**config.mk**
```make
export PLATFORM = sky130hd
export DESIGN_NAME = wb_sevenseg_flat
export DESIGN_NICKNAME = d
export VERILOG_FILES = /design/src/rtl/wb_sevenseg_if.sv /design/src/rtl/wb_sevenseg.sv /design/src/flat_wrapper.sv
export SDC_FILE = /design/constraint.sdc
export NUM_CORES = 1
export LEC_CHECK = 0
export BUFFER_PORTS_ARGS = -buffer_cell sky130_fd_sc_hd__buf_4
export CAP_MARGIN = 10
export CORE_UTILIZATION = 59
export CTS_CLUSTER_DIAMETER = 200
export DETAILED_ROUTE_END_ITERATION = 10
export HOLD_SLACK_MARGIN = 0.05
export PLACE_DENSITY = 0.85
export SLEW_MARGIN = 25
export SYNTH_ARGS = -nofsm -noshare
export SYNTH_HDL_FRONTEND = slang
export SYNTH_SLANG_ARGS = --single-unit
```
**constraint.sdc**
```tcl
create_clock -name clk -period 13.8 [get_ports clk]
set_input_delay 3.45 -clock clk [delete_from_list [all_inputs] [get_ports clk]]
set_output_delay 3.45 -clock clk [all_outputs]
set_load 0.01 [all_outputs]
```
**src/rtl/wb_sevenseg_if.sv**
```systemverilog
// rtl/wb_sevenseg_if.sv - Wishbone slave bus bundle for the seven-segment display controller
interface wb_sevenseg_if;
  logic [31:0] wb_adr_i;
  logic [31:0] wb_dat_i;
  logic [31:0] wb_dat_o;
  logic [3:0]  wb_sel_i;
  logic        wb_stb_i;
  logic        wb_cyc_i;
  logic        wb_we_i;
  logic        wb_ack_o;

  modport master (
    output wb_adr_i, wb_dat_i, wb_sel_i, wb_stb_i, wb_cyc_i, wb_we_i,
    input  wb_dat_o, wb_ack_o
  );

  modport slave (
    input  wb_adr_i, wb_dat_i, wb_sel_i, wb_stb_i, wb_cyc_i, wb_we_i,
    output wb_dat_o, wb_ack_o
  );
endinterface

```
**src/rtl/wb_sevenseg.sv**
```systemverilog
// rtl/wb_sevenseg.sv - Wishbone slave scanning a 4-digit multiplexed 7-segment display with PWM brightness
// Registers: DATA (hex), CTRL, RAW (segment patterns), SCAN (read-only scan position).
module wb_sevenseg #(
  parameter int clk_freq   = 50000000,
  parameter int refresh_hz = 1000
) (
  input  logic          clk,
  input  logic          reset,
  wb_sevenseg_if.slave  wb,
  output logic [6:0]    seg_n,
  output logic          dp_n,
  output logic [3:0]    an_n
);

  localparam int SUB_DIV = clk_freq / (refresh_hz * 64);
  localparam int PW      = (SUB_DIV > 1) ? $clog2(SUB_DIV) : 1;
  localparam logic [PW-1:0] PRESC_LAST = PW'(SUB_DIV - 1);

  if (SUB_DIV < 1) begin : g_bad_div
    $error("wb_sevenseg: clk_freq/(refresh_hz*64) must be at least 1");
  end

  logic [15:0]   data_q, data_d;
  logic [15:0]   ctrl_q, ctrl_d;
  logic [31:0]   raw_q, raw_d;
  logic          ack_q, ack_d;
  logic [31:0]   dat_q, dat_d;
  logic [PW-1:0] presc_q, presc_d;
  logic [3:0]    sub_q, sub_d;
  logic [1:0]    digit_q, digit_d;
  logic [3:0]    an_q, an_d;
  logic [6:0]    seg_q, seg_d;
  logic          dp_q, dp_d;

  logic          req;
  logic          wr_en;
  logic [31:0]   rd_data;
  logic          lit;
  logic [3:0]    nibble;
  logic [7:0]    raw_byte;
  logic          unused_ok;

  assign unused_ok = ^{wb.wb_adr_i[31:4], wb.wb_adr_i[1:0]};

  function automatic logic [6:0] hex_decode(input logic [3:0] v);
    logic [6:0] s;
    case (v)
      4'h0: s = 7'h3F;
      4'h1: s = 7'h06;
      4'h2: s = 7'h5B;
      4'h3: s = 7'h4F;
      4'h4: s = 7'h66;
      4'h5: s = 7'h6D;
      4'h6: s = 7'h7D;
      4'h7: s = 7'h07;
      4'h8: s = 7'h7F;
      4'h9: s = 7'h6F;
      4'hA: s = 7'h77;
      4'hB: s = 7'h7C;
      4'hC: s = 7'h39;
      4'hD: s = 7'h5E;
      4'hE: s = 7'h79;
      default: s = 7'h71;
    endcase
    return s;
  endfunction

  // A request is accepted only while ack is low, so a held strobe acks every other cycle.
  assign req   = wb.wb_stb_i & wb.wb_cyc_i & ~ack_q;
  assign wr_en = req & wb.wb_we_i;

  always_comb begin
    rd_data = 32'h0;
    case (wb.wb_adr_i[3:2])
      2'd0:    rd_data = {16'h0, data_q};
      2'd1:    rd_data = {16'h0, ctrl_q};
      2'd2:    rd_data = raw_q;
      default: rd_data = {26'h0, sub_q, digit_q};
    endcase
  end

  always_comb begin
    ack_d  = req;
    dat_d  = (req & ~wb.wb_we_i) ? rd_data : 32'h0;
    data_d = data_q;
    ctrl_d = ctrl_q;
    raw_d  = raw_q;
    if (wr_en) begin
      case (wb.wb_adr_i[3:2])
        2'd0: begin
          if (wb.wb_sel_i[0]) data_d[7:0]  = wb.wb_dat_i[7:0];
          if (wb.wb_sel_i[1]) data_d[15:8] = wb.wb_dat_i[15:8];
        end
        2'd1: begin
          if (wb.wb_sel_i[0]) ctrl_d[7:0]  = wb.wb_dat_i[7:0];
          if (wb.wb_sel_i[1]) ctrl_d[15:8] = wb.wb_dat_i[15:8];
        end
        2'd2: begin
          for (int b = 0; b < 4; b++) begin
            if (wb.wb_sel_i[b]) raw_d[8*b +: 8] = wb.wb_dat_i[8*b +: 8];
          end
        end
        default: ;
      endcase
    end
  end

  // Prescaler -> 16 subphases per digit -> 4 digits; the digit only moves on subphase wrap.
  always_comb begin
    presc_d = presc_q + 1'b1;
    sub_d   = sub_q;
    digit_d = digit_q;
    if (presc_q == PRESC_LAST) begin
      presc_d = '0;
      sub_d   = sub_q + 4'd1;
      if (sub_q == 4'hF) digit_d = digit_q + 2'd1;
    end
  end

  always_comb begin
    nibble   = data_q[{digit_q, 2'b00} +: 4];
    raw_byte = raw_q[{digit_q, 3'b000} +: 8];
    lit      = ctrl_q[0] & ctrl_q[8 + {2'b00, digit_q}] & (sub_q <= ctrl_q[15:12]);
    an_d     = 4'hF;
    seg_d    = 7'h7F;
    dp_d     = 1'b1;
    if (lit) begin
      an_d = ~(4'b0001 << digit_q);
      if (ctrl_q[1]) begin
        seg_d = ~raw_byte[6:0];
        dp_d  = ~raw_byte[7];
      end else begin
        seg_d = ~hex_decode(nibble);
        dp_d  = ~ctrl_q[4 + {2'b00, digit_q}];
      end
    end
  end

  always_ff @(posedge clk or posedge reset) begin
    if (reset) begin
      data_q  <= '0;
      ctrl_q  <= '0;
      raw_q   <= '0;
      ack_q   <= 1'b0;
      dat_q   <= '0;
      presc_q <= '0;
      sub_q   <= '0;
      digit_q <= '0;
      an_q    <= 4'hF;
      seg_q   <= 7'h7F;
      dp_q    <= 1'b1;
    end else begin
      data_q  <= data_d;
      ctrl_q  <= ctrl_d;
      raw_q   <= raw_d;
      ack_q   <= ack_d;
      dat_q   <= dat_d;
      presc_q <= presc_d;
      sub_q   <= sub_d;
      digit_q <= digit_d;
      an_q    <= an_d;
      seg_q   <= seg_d;
      dp_q    <= dp_d;
    end
  end

  assign wb.wb_ack_o = ack_q;
  assign wb.wb_dat_o = dat_q;
  assign an_n        = an_q;
  assign seg_n       = seg_q;
  assign dp_n        = dp_q;

endmodule
```
**src/flat_wrapper.sv**
```systemverilog
// flat-port wrapper written by rule: the top's interface ports become plain ports
module wb_sevenseg_flat 
#(
  parameter int clk_freq   = 50000000,
  parameter int refresh_hz = 1000
)
  (clk, reset, seg_n, dp_n, an_n, wb_wb_adr_i, wb_wb_dat_i, wb_wb_sel_i, wb_wb_stb_i, wb_wb_cyc_i, wb_wb_we_i, wb_wb_dat_o, wb_wb_ack_o);
  wb_sevenseg_if wb_i ();
  input  logic clk;
  input  logic reset;
  output logic [6:0] seg_n;
  output logic dp_n;
  output logic [3:0] an_n;
  input wire logic [$bits(wb_i.wb_adr_i)-1:0] wb_wb_adr_i;
  input wire logic [$bits(wb_i.wb_dat_i)-1:0] wb_wb_dat_i;
  input wire logic [$bits(wb_i.wb_sel_i)-1:0] wb_wb_sel_i;
  input wire logic [$bits(wb_i.wb_stb_i)-1:0] wb_wb_stb_i;
  input wire logic [$bits(wb_i.wb_cyc_i)-1:0] wb_wb_cyc_i;
  input wire logic [$bits(wb_i.wb_we_i)-1:0] wb_wb_we_i;
  output wire logic [$bits(wb_i.wb_dat_o)-1:0] wb_wb_dat_o;
  output wire logic [$bits(wb_i.wb_ack_o)-1:0] wb_wb_ack_o;
  assign wb_i.wb_adr_i = wb_wb_adr_i;
  assign wb_i.wb_dat_i = wb_wb_dat_i;
  assign wb_i.wb_sel_i = wb_wb_sel_i;
  assign wb_i.wb_stb_i = wb_wb_stb_i;
  assign wb_i.wb_cyc_i = wb_wb_cyc_i;
  assign wb_i.wb_we_i = wb_wb_we_i;
  assign wb_wb_dat_o = wb_i.wb_dat_o;
  assign wb_wb_ack_o = wb_i.wb_ack_o;
  wb_sevenseg #(.clk_freq(clk_freq), .refresh_hz(refresh_hz)) u_core (.clk(clk), .reset(reset), .wb(wb_i), .seg_n(seg_n), .dp_n(dp_n), .an_n(an_n));
endmodule
```
==> metrics.md <==
| Metric | Value |
|---|---|
| Cell types with the largest area share after synthesis | sky130_fd_sc_hd__dfrtp_1, sky130_fd_sc_hd__mux2_2, sky130_fd_sc_hd__dfstp_2, sky130_fd_sc_hd__mux4_2, sky130_fd_sc_hd__ha_1 |
| Worst relative slew slack | 45.09% |
| Htree depth | 4 |
| 1st-iter DRT viols | 161 |
| Synth area leader | sky130_fd_sc_hd__dfrtp_1 |
| Synth Net Count | 529 |
| Initial core utilization | 60.48% |
| Routed length per instance | 19.90 um |
| Area of the mapped netlist | 5884 um^2 |
| Share of the yosys chip area belonging to registers | 53.41% |
| Dominant cell by count in the synthesized netlist | sky130_fd_sc_hd__dfrtp_1 |
| CP arrival | 5.11 ns |
| Static leakage | 3.404 nW |
| Buffers inserted by post-CTS timing repair | 0 |
| Antenna violations before repair | 0 |
| Slack of the worst reg-to-reg path | 11.34 ns |
| Fin crit share | 33.83% |
| Switching portion of total power | 26.80% |
| NetSw | 0.2709 mW |
| CTS root buf | sky130_fd_sc_hd__clkbuf_8 |
| Hold-fix buffer count after cts | 0 |
| Register-to-Register Path Depth | 8 |
| Measured slew at the worst slew-check pin | 0.8236 ns |
| Die Footprint | 10380 um^2 |
| Sequential power share | 43.7% |
| Antenna violation net count after detailed routing | 0 |
| Combined flip-flop and latch cell area | 3143 um^2 |
| Combinational share of power | 13.7% |
| Final-report max-slew violation count | 0 |
| Instance count of the mapped netlist | 439 |
| Number of global-route vias before repair | 3995 |
| First-pass GRT wire length | 20930 um |
| NumNets Final | 622 |
| Total DRC errors in the routed layout | 0 |
| Shortest period the worst path allows | 4.668 ns |
| Fraction of power consumed by the clock network | 42.5% |
| Required arrival time at the worst endpoint | 14.24 ns |
| CTS tree | built |
| Power Total | 1.011 mW |
| Routability-driven placement congestion ratio | 0.8565 |
| Post-CTS clock slew at the launch and capture registers of the worst setup and hold paths | 0.06 ns |
| Core ar. | 9729 um^2 |
| Detailed Place HPWL | 9276 um |
| Kind of launch point of the worst setup path | primary input |
| FMAX | 214.2 MHz |
| RSZ-0062 raised after global routing | false |
| Number of sinks on the clock net | 125 |
| Sum of overflow across all layers after global routing | 0 |
| Synthesized area per cell | 13.40 um^2 |
| Critical Path Sink Type | flop |
| Max Fanout on Critical Path | 17 |
| Avg Vias per Cell | 5.776 |
| Number of filler instances in the final layout | 646 |
| Post-synth EDFFs | 0 |
| Dpl cell area | 6630 um^2 |
| DRT Pass-1 Iters | 4 |
| Yosys cell types | 46 |
| Top post-synthesis cells by count | sky130_fd_sc_hd__dfrtp_1, sky130_fd_sc_hd__mux2_2, sky130_fd_sc_hd__nor2_1 |
| Area added between synthesis and finish | 22.56% |
| Number of buffer cells added on primary ports | 87 |
| Final hold violation count | 0 |
| Status | complete, no violations |
| Number of rows created at floorplan | 36 |
| IR Drop Worst-Case VDD | 0.1162 mV |
| Min Hold Slack | 0.5044 ns |
| Number of storage elements in the synthesis netlist | 125 |
| Total via count after detailed routing | 3916 |
| Number of violations of the max-capacitance limit | 0 |
| Setup tns final | 0 ns |
| Origin of the worst min-delay path | u_core.presc_q[0]$_DFF_PP0_ |
| Maximum clock insertion buffer count | 2 |
| Yosys Warn Count | 0 |
| DRT Wirelength | 13490 um |
| Prevailing post-synth register cell | sky130_fd_sc_hd__dfrtp_1 |
| Die boundary width | 101.9 um |
| GRT Overall Usage | 27.88% |
| Reg-to-reg startpoint | u_core.digit_q[0]$_DFFE_PP0P_ |
| Crit path kind | primary input to flop |
| Post-CTS sizing | 0 |
| Diode insertion count for antenna repair | 0 |
| Area taken by multi-input logic gates | 2585 um^2 |
| Final instance area | 7212 um^2 |
| Share of synthesized registers carrying an async set or reset | 100.0% |
| IO Pins | 118 |
| Final setup vio count | 0 |
| Maximum number of pins on one net before global-route repair | 67 |
| Min-Delay Endpoint | u_core.presc_q[0]$_DFF_PP0_ |
| End of the worst register-to-register path | u_core.seg_n[0]$_DFF_PP1_ |
| Hold-critical path depth | 1 |
| Clock latency reported for the late side of the worst-skew pair | 0.51 ns |
| Power density relative to cell area | 140.1 nW/um^2 |
| DIE HEIGHT | 101.9 um |
| Portion of synthesized cell area occupied by the leading cell type | 48.05% |
| Internal power | 0.7398 mW |
| Number of buffers created by CTS | 17 |
| Fraction of layout cells with a size suffix above 1 | 42.75% |
| Class of the tightest hold or removal check | flop to flop |
| Final worst clock skew | 0.008353 ns |
-- layer usage --
metal / share of wire (%) / up-vias / GRT usage [%] / wire length [um]
met2: 50 / 167 / 47.56 / 6781
met4: 2.3 / 0 / 11.87 / 312
li1: - / 1741 / - / -
met3: 6.8 / 27 / 6.566 / 923
met1: 41 / 1981 / 34.30 / 5472
met5: 0 / - / 0 / 0
-- logic make-up after synthesis --
logic type / after synthesis / share of synthesized area, %
flip-flops: 125 / 53.41
AND/OR/NAND/NOR: 115 / 11.31
AO/OA/AOI/OAI: 33 / 3.445
XOR/XNOR: 12 / 1.786
adder cells (fa/ha/maj): 17 / 3.615
buffers and inverters: 33 / 2.764
multiplexers: 104 / 23.67
-- layout make-up --
type	count	area share, %
flip-flops and latches	125	43.58
multi-input cells	281	35.84
repair buffers	90	9.368
well taps	133	2.307
clock inverters	15	2.238
clock buffers	17	5.743
inverters	17	0.9195
-- critical path, stage by stage --
cell	delay (ns)
sky130_fd_sc_hd__buf_4	0.07
sky130_fd_sc_hd__nand2_1	0.11
sky130_fd_sc_hd__or3_1	0.69
sky130_fd_sc_hd__nor3b_4	0.57
sky130_fd_sc_hd__and2_1	0.21
-- state kept, by name, summed over array words and instances, names as in the netlist --
signal              cells
u_core.wb.wb_ack_o      1
u_core.seg_n            7
u_core.an_n             4
u_core.raw_q           32
u_core.presc_q         10
u_core.data_q          16
u_core.sub_q            4
u_core.digit_q          2
u_core.ctrl_q          16
u_core.wb.wb_dat_o     32
u_core.dp_n             1
-- power by group through the flow --
stage / Sequential (mW) / Clock (mW) / Combinational, mW
global route: 0.446 / 0.451 / 0.151
global placement: 0.443 / 0 / 0.131
finish: 0.442 / 0.430 / 0.139
floorplan: 0.431 / 0 / 0.100
detailed placement: 0.445 / 0 / 0.137
CTS: 0.440 / 0.437 / 0.139
-- metrics by stage --
step	worst slack, ns	utilization (%)	std cells
3_3_place_gp	8.353	68.15	646
4_1_cts	8.790	74.06	678
2_1_floorplan	7.042	-	439
5_1_grt	8.996	74.13	678
3_5_place_dp	8.266	68.15	646
6_report	9.132	74.13	678
-- layout by cell type, fill, tap and decap left out, types with 2 or more instances in the layout --
master / instances
sky130_fd_sc_hd__mux4_1: 6
sky130_fd_sc_hd__xnor2_1: 10
sky130_fd_sc_hd__and2_4: 2
sky130_fd_sc_hd__o2111ai_1: 4
sky130_fd_sc_hd__inv_6: 5
sky130_fd_sc_hd__clkinv_4: 2
sky130_fd_sc_hd__a21oi_1: 13
sky130_fd_sc_hd__clkinvlp_4: 4
sky130_fd_sc_hd__nand3_2: 6
sky130_fd_sc_hd__o21ai_0: 6
sky130_fd_sc_hd__nor2_1: 32
sky130_fd_sc_hd__xor2_1: 2
sky130_fd_sc_hd__a31oi_1: 2
sky130_fd_sc_hd__mux2i_2: 2
sky130_fd_sc_hd__bufinv_16: 2
sky130_fd_sc_hd__mux2_4: 3
sky130_fd_sc_hd__or3_1: 4
sky130_fd_sc_hd__mux2i_1: 16
sky130_fd_sc_hd__nand2_4: 2
sky130_fd_sc_hd__ha_1: 17
sky130_fd_sc_hd__and2_1: 17
sky130_fd_sc_hd__nor3b_4: 2
sky130_fd_sc_hd__buf_4: 90
sky130_fd_sc_hd__nand2b_1: 5
sky130_fd_sc_hd__nand3_1: 6
sky130_fd_sc_hd__dfrtp_1: 113
sky130_fd_sc_hd__dfstp_2: 12
sky130_fd_sc_hd__inv_1: 15
sky130_fd_sc_hd__nand4_1: 3
sky130_fd_sc_hd__mux4_2: 12
sky130_fd_sc_hd__clkbuf_16: 16
sky130_fd_sc_hd__clkinv_2: 2
sky130_fd_sc_hd__nor2b_1: 9
sky130_fd_sc_hd__mux2_2: 65
sky130_fd_sc_hd__nand2_1: 20
-- how the worst max path moves through the flow --
stage / start / end / cells after the start
finish: wb_wb_stb_i / u_core.wb.wb_dat_o[24]$_DFF_PP0_ / 5
global route: wb_wb_stb_i / u_core.wb.wb_dat_o[25]$_DFF_PP0_ / 5
CTS: wb_wb_adr_i[2] / u_core.ctrl_q[0]$_DFFE_PP0P_ / 4
detailed placement: wb_wb_adr_i[2] / u_core.ctrl_q[3]$_DFFE_PP0P_ / 4
global placement: wb_wb_adr_i[2] / u_core.ctrl_q[1]$_DFFE_PP0P_ / 4
floorplan: reset / u_core.ctrl_q[0]$_DFFE_PP0P_ / 1
No activity file was read; power rests on OpenSTA's default activity.
